--- config.mk ---
export PLATFORM = sky130hd
export DESIGN_NAME = bin_decoder_flat
export DESIGN_NICKNAME = d
export VERILOG_FILES = /design/src/rtl/bin_decoder_if.sv /design/src/rtl/bin_decoder.sv /design/src/flat_wrapper.sv
export SDC_FILE = /design/constraint.sdc
export NUM_CORES = 1
export LEC_CHECK = 0
export ABC_AREA = 0
export BUFFER_PORTS_ARGS = -buffer_cell sky130_fd_sc_hd__clkbuf_2
export CAP_MARGIN = 20
export CORE_AREA = 4 4 41 43
export DETAILED_ROUTE_END_ITERATION = 16
export DIE_AREA = 0 0 45 47
export GPL_ROUTABILITY_DRIVEN = 0
export PLACE_DENSITY = 0.59
export SYNTH_ARGS = -nofsm -noshare
export SYNTH_HDL_FRONTEND = slang
export SYNTH_SLANG_ARGS = --single-unit
--- constraint.sdc ---
create_clock -name clk -period 0.9 [get_ports clk]
set_input_delay 0 -clock clk [delete_from_list [all_inputs] [get_ports clk]]
set_output_delay 0 -clock clk [all_outputs]
set_load 0.01 [all_outputs]
--- src/rtl/bin_decoder_if.sv ---
`default_nettype none
// ============================================================================
// Module   : bin_decoder_if
// Purpose  : Enable/index request and registered one-hot result of bin_decoder.
// Revision : 1.0 - initial release
// ============================================================================
interface bin_decoder_if #(
    parameter int IN  = 3,
    parameter int OUT = 1 << IN
) ();
    logic           en;
    logic [IN-1:0]  in;
    logic [OUT-1:0] out;
    logic           valid;

    modport master (output en, output in, input  out, input  valid);
    modport slave  (input  en, input  in, output out, output valid);
endinterface
`default_nettype wire

--- src/rtl/bin_decoder.sv ---
`default_nettype none
// ============================================================================
// Module   : bin_decoder
// Purpose  : Registered binary-to-one-hot (ACT=1) or one-cold (ACT=0) decoder.
// Revision : 1.0 - initial release
// ============================================================================
module bin_decoder #(
    parameter int   IN  = 3,
    parameter int   OUT = 1 << IN,
    parameter logic ACT = 1'b1
) (
    input  wire logic     clk,
    input  wire logic     reset,
    bin_decoder_if.slave  bus
);

    localparam logic [OUT-1:0] C_IDLE = {OUT{~ACT}};

    logic [OUT-1:0] w_match;
    logic [OUT-1:0] out_d;
    logic [OUT-1:0] out_q;
    logic           valid_d;
    logic           valid_q;

    // Each output bit compares against its own index constant, bit 0 <-> in == 0.
    for (genvar k = 0; k < OUT; k++) begin : g_bit
        assign w_match[k] = (bus.in == IN'(k));
    end

    always_comb begin
        out_d   = out_q;
        valid_d = valid_q;
        if (bus.en) begin
            out_d   = ACT ? w_match : ~w_match;
            valid_d = 1'b1;
        end
    end

    always_ff @(posedge clk or posedge reset) begin
        if (reset) begin
            out_q   <= C_IDLE;
            valid_q <= 1'b0;
        end else begin
            out_q   <= out_d;
            valid_q <= valid_d;
        end
    end

    assign bus.out   = out_q;
    assign bus.valid = valid_q;

`ifndef SYNTHESIS
    a_in_known: assert property (@(posedge clk) disable iff (reset)
        bus.en |-> !$isunknown(bus.in));
`endif

endmodule
`default_nettype wire

--- src/flat_wrapper.sv ---
// flat-port wrapper written by rule: the top's interface ports become plain ports
module bin_decoder_flat 
#(
    parameter int   IN  = 3,
    parameter int   OUT = 1 << IN,
    parameter logic ACT = 1'b1
)
  (clk, reset, bus_en, bus_in, bus_out, bus_valid);
  bin_decoder_if #(.IN(IN), .OUT(OUT)) bus_i ();
  input  wire logic clk;
  input  wire logic reset;
  input wire logic [$bits(bus_i.en)-1:0] bus_en;
  input wire logic [$bits(bus_i.in)-1:0] bus_in;
  output wire logic [$bits(bus_i.out)-1:0] bus_out;
  output wire logic [$bits(bus_i.valid)-1:0] bus_valid;
  assign bus_i.en = bus_en;
  assign bus_i.in = bus_in;
  assign bus_out = bus_i.out;
  assign bus_valid = bus_i.valid;
  bin_decoder #(.IN(IN), .OUT(OUT), .ACT(ACT)) u_core (.clk(clk), .reset(reset), .bus(bus_i));
endmodule
; Word-level counts from Yosys, hierarchy flattened
; Index checks and enable logic that the tools add are counted.
[totals]
regBits = 9
input_bits = 6
out_inout_bits = 9
[classes]
reduce_logical = 1
eq_ne = 7
[ops]
columns = cell, n
row1 = "== test 3 bit, second input constant", 4
row2 = "== test 3 x 2 -> 1 bit, second input constant", 2
row3 = "== test 3 x 1 -> 1 bit, second input constant", 1
row4 = logical NOT 3 bit, 1

; Longest topological paths before layout
[logic_depth]
word_depth = 1
depth_mapped = 3

; Worst setup path after synthesis
; No wires, ideal clock.
[synth_path]
path_kind = reg-to-reg
from = register u_core.bus.out[3] (netlist name)
to = register u_core.out_q[3] (netlist: u_core.bus.out[3])
slack_ns = 0.076
stages_incl_launch_ff = 3
n_path_buf = 0
arrival_ns = 0.704
path_cell_list = dfrtp_1 nor2b_1 a41o_1
[synth_lines]
columns = element, line_no
row1 = end signal: assignment, bin_decoder.sv:44  ; out_q <= out_d;
row2 = end: declaration, bin_decoder.sv:21  ; logic [OUT-1:0] out_q;

==> results.py <==
metrics = {
    "run_status": {
        "status": "finished clean",
    },
    "placed_design": {
        "dpl.hpwl_um": 576,
        "io_buffers": 14,
        "place_ws_ns": 0.0986,
    },
    "timing": {
        "finalSetupTns_ns": 0,
        "slew_viol_final": 0,
        "finalClockSkew_ns": 0,
        "finalSetupViolations": 0,
        "rsz0062_at_grt": "no",
        "relSlewSlack_pct": 76.0,
        "period_needed_ns": 0.811,
        "worstMarginPinSlew_ns": 0.360,
        "post-route-period-util_pct": 90.1,
        "timing.final.ws_setup_ns": 0.0893,
        "fmax_mhz": 1230,
        "finalHoldViolCount": 0,
    },
    "setup_path": {
        "r2r_cells": 2,
        "crit_chain": "nor2b_1 -> a41o_1",
        "cp.required_ns": 1.05,
        "cp-start-kind": "flip-flop",
        "crit_path_end_kind": "flip-flop",
        "timing.setup.critical_path_class": "flip-flop to flip-flop",
        "worst_ep_arrival_time_ns": 0.96,
        "critPathSlowestCell": "dfrtp_1",
        "max_stage_delay_ns": 0.37,
        "worst_r2r_endpoint": "u_core.bus.out[3]$_DFFE_PP0P_",
        "path_buf_inv": 0,
        "reg2reg_slack_ns": 0.09,
        "crit_family": "flip-flops",
        "crit_start": "u_core.bus.out[3]$_DFFE_PP0P_",
        "r2r_start": "u_core.bus.out[3]$_DFFE_PP0P_",
        "path_max_fanout": 2,
    },
    "cts": {
        "post_cts_buffers": 0,
        "clk_path_buf_depth": 2,
        "clk_pin_slew_ns": 0.06,
        "numCtsBuffers": 3,
        "cts_tree": "built",
        "clock_sinks": 9,
        "clock_latency_ns": 0.25,
        "cts-root-buf": "clkbuf_4",
        "cts-htree-levels": 1,
    },
    "floorplanning": {
        "rows": 13,
        "initial_core_util_pct": 32.0,
        "die_width_um": 45,
        "die_area_um2": 2120,
        "ioPinCount": 15,
        "die_h_um": 47,
        "core_area_um2": 1300,
    },
    "detailed_routing": {
        "firstDrtPassIters": 4,
        "vias_per_cell": 4.69,
        "drcViolationCount": 0,
        "wl_um": 794,
        "ant_nets": 0,
        "first_iter_violations": 1,
        "vias": 305,
        "wl_per_cell_um": 12.2,
    },
    "global_route": {
        "grt_pass1_vias": 296,
        "track_usage_pct": 9.26,
        "grt_max_degree": 14,
        "antenna_found_initial": 0,
        "grt.overflow.total": 0,
        "grt_pass1_wl_mm": 1.34,
    },
    "yosys": {
        "synth-seq-area-share_pct": 54.1,
        "synth_nets": 39,
        "yosys_warnings": 0,
        "syn-instance-count": 33,
        "synth_seq_cells": 9,
        "avgSynthCellArea_um2": 12.6,
        "synth_top_area_share_pct": 54.1,
        "netlist_area_um2": 417,
        "synthDistinctLibCells": 14,
        "yosys.area.top_type": "dfrtp_1",
        "synthTopCellsByArea": "dfrtp_1 (54%), o32ai_2 (12%), mux2_2 (8.1%), buf_6 (5.4%), inv_1 (5.4%)",
    },
    "final_layout": {
        "fillers": 140,
        "syn_to_final_growth_pct": 24.6,
        "final_nets": 57,
        "drive_gt1_share_pct": 48.0,
        "diodes": 0,
    },
    "flow_run": {
        "cap_violations": 0,
    },
    "power": {
        "p_total_mw": 0.861,
        "ir_drop_mv": 1.11,
        "powerDensity_nw_per_um2": 1660,
        "power.leakage_nw": 0.260,
    },
    "hold_path": {
        "holdPathEnd": "u_core.bus.out[2]$_DFFE_PP0P_",
        "hold_path_depth": 2,
        "hold_path_class": "input pin to flip-flop",
        "min-delay-start": "bus_in[2]",
    },
}
logic make-up (layout without fill, tap and decap cells):
family | after synthesis | in the layout | synth area share, %
flops | 9 | 9 | 54.1
simple gates | 8 | 8 | 11.7
buf+inv | 8 | 25 | 10.8
compound gates | 5 | 5 | 15.3
mux | 3 | 3 | 8.11
cell usage after synthesis (all sizes together):
cell,number
inv,6
nor3b,2
buf,2
nand4,1
nor2b,1
a41o,1
nor3,1
nand2,2
mux2,3
o21ai,1
or2,1
dfrtp,9
o32ai,3
layout make-up:
class / instances / area, um^2 / area share, %
multi-input cells: 16 / 146 / 28.2
well taps: 15 / 18.8 / 3.61
clock buffers: 4 / 26.3 / 5.06
repair buffers: 15 / 80.1 / 15.4
inverters: 6 / 22.5 / 4.34
flip-flops and latches: 9 / 225 / 43.4
cell usage in the layout, fill, tap and decap left out:
cell type / instances
nor3b_1: 2
clkbuf_1: 1
dlygate4sd3_1: 1
o32ai_2: 3
o21ai_0: 1
nand2_2: 1
nor2b_1: 1
inv_1: 6
a41o_1: 1
nand2_1: 1
nand4_1: 1
clkbuf_2: 14
dfrtp_1: 9
clkbuf_4: 3
nor3_1: 1
mux2_2: 3
or2_1: 1
per-layer routing:
layer  vias up  GRT usage, %  share of wire (%)
met3         0          6.90                9.3
li1        147             -                  -
met2        11          13.0                 44
met1       147          11.5                 46
met4         0          1.75                  0
met5         -             0                  0
sequential cells by signal (all words and copies together) (netlist names):
register          cells
u_core.bus.out        8
u_core.bus.valid      1
worst register-to-register path: stages (launching register included):
cell and delay (ns):
dfrtp_1 0.37, nor2b_1 0.13, a41o_1 0.20
timing repair:
item / 4_1_cts / 5_1_grt
hold buffers: 1 / 0
hold endpoints to repair: 9 / 0
endpoints found under the setup margin: 0 / 0
resized for setup: 0 / 0
through the flow:
stage,hold WS [ns],cells,cell area [um^2],util [%]
3_5_place_dp,-0.0339,60,483,37.1
3_3_place_gp,-0.0401,60,483,37.1
5_1_grt,0.0177,65,519,39.9
2_1_floorplan,-0.172,33,417,-
4_1_cts,0.0143,65,519,39.9
6_report,0.0217,65,519,39.9
where the power goes:
| group | switching, mW | total (mW) | internal, mW |
|---|---|---|---|
| clock | 0.138 | 0.308 | 0.171 |
| sequential | 0.00972 | 0.435 | 0.425 |
| combinational | 0.0675 | 0.118 | 0.0507 |
| total | 0.215 | 0.861 | 0.647 |
how the worst max path moves through the flow:
stage	endpoint	slack (ns)	depth (start not counted)
2_1_floorplan	u_core.bus.out[3]$_DFFE_PP0P_	0.08	2
3_3_place_gp	u_core.bus.out[3]$_DFFE_PP0P_	0.11	2
3_5_place_dp	u_core.bus.out[3]$_DFFE_PP0P_	0.1	2
4_1_cts	u_core.bus.out[3]$_DFFE_PP0P_	0.09	2
5_1_grt	u_core.bus.out[3]$_DFFE_PP0P_	0.03	2
6_report	u_core.bus.out[3]$_DFFE_PP0P_	0.09	2
Power figures use the tool's default switching activity.
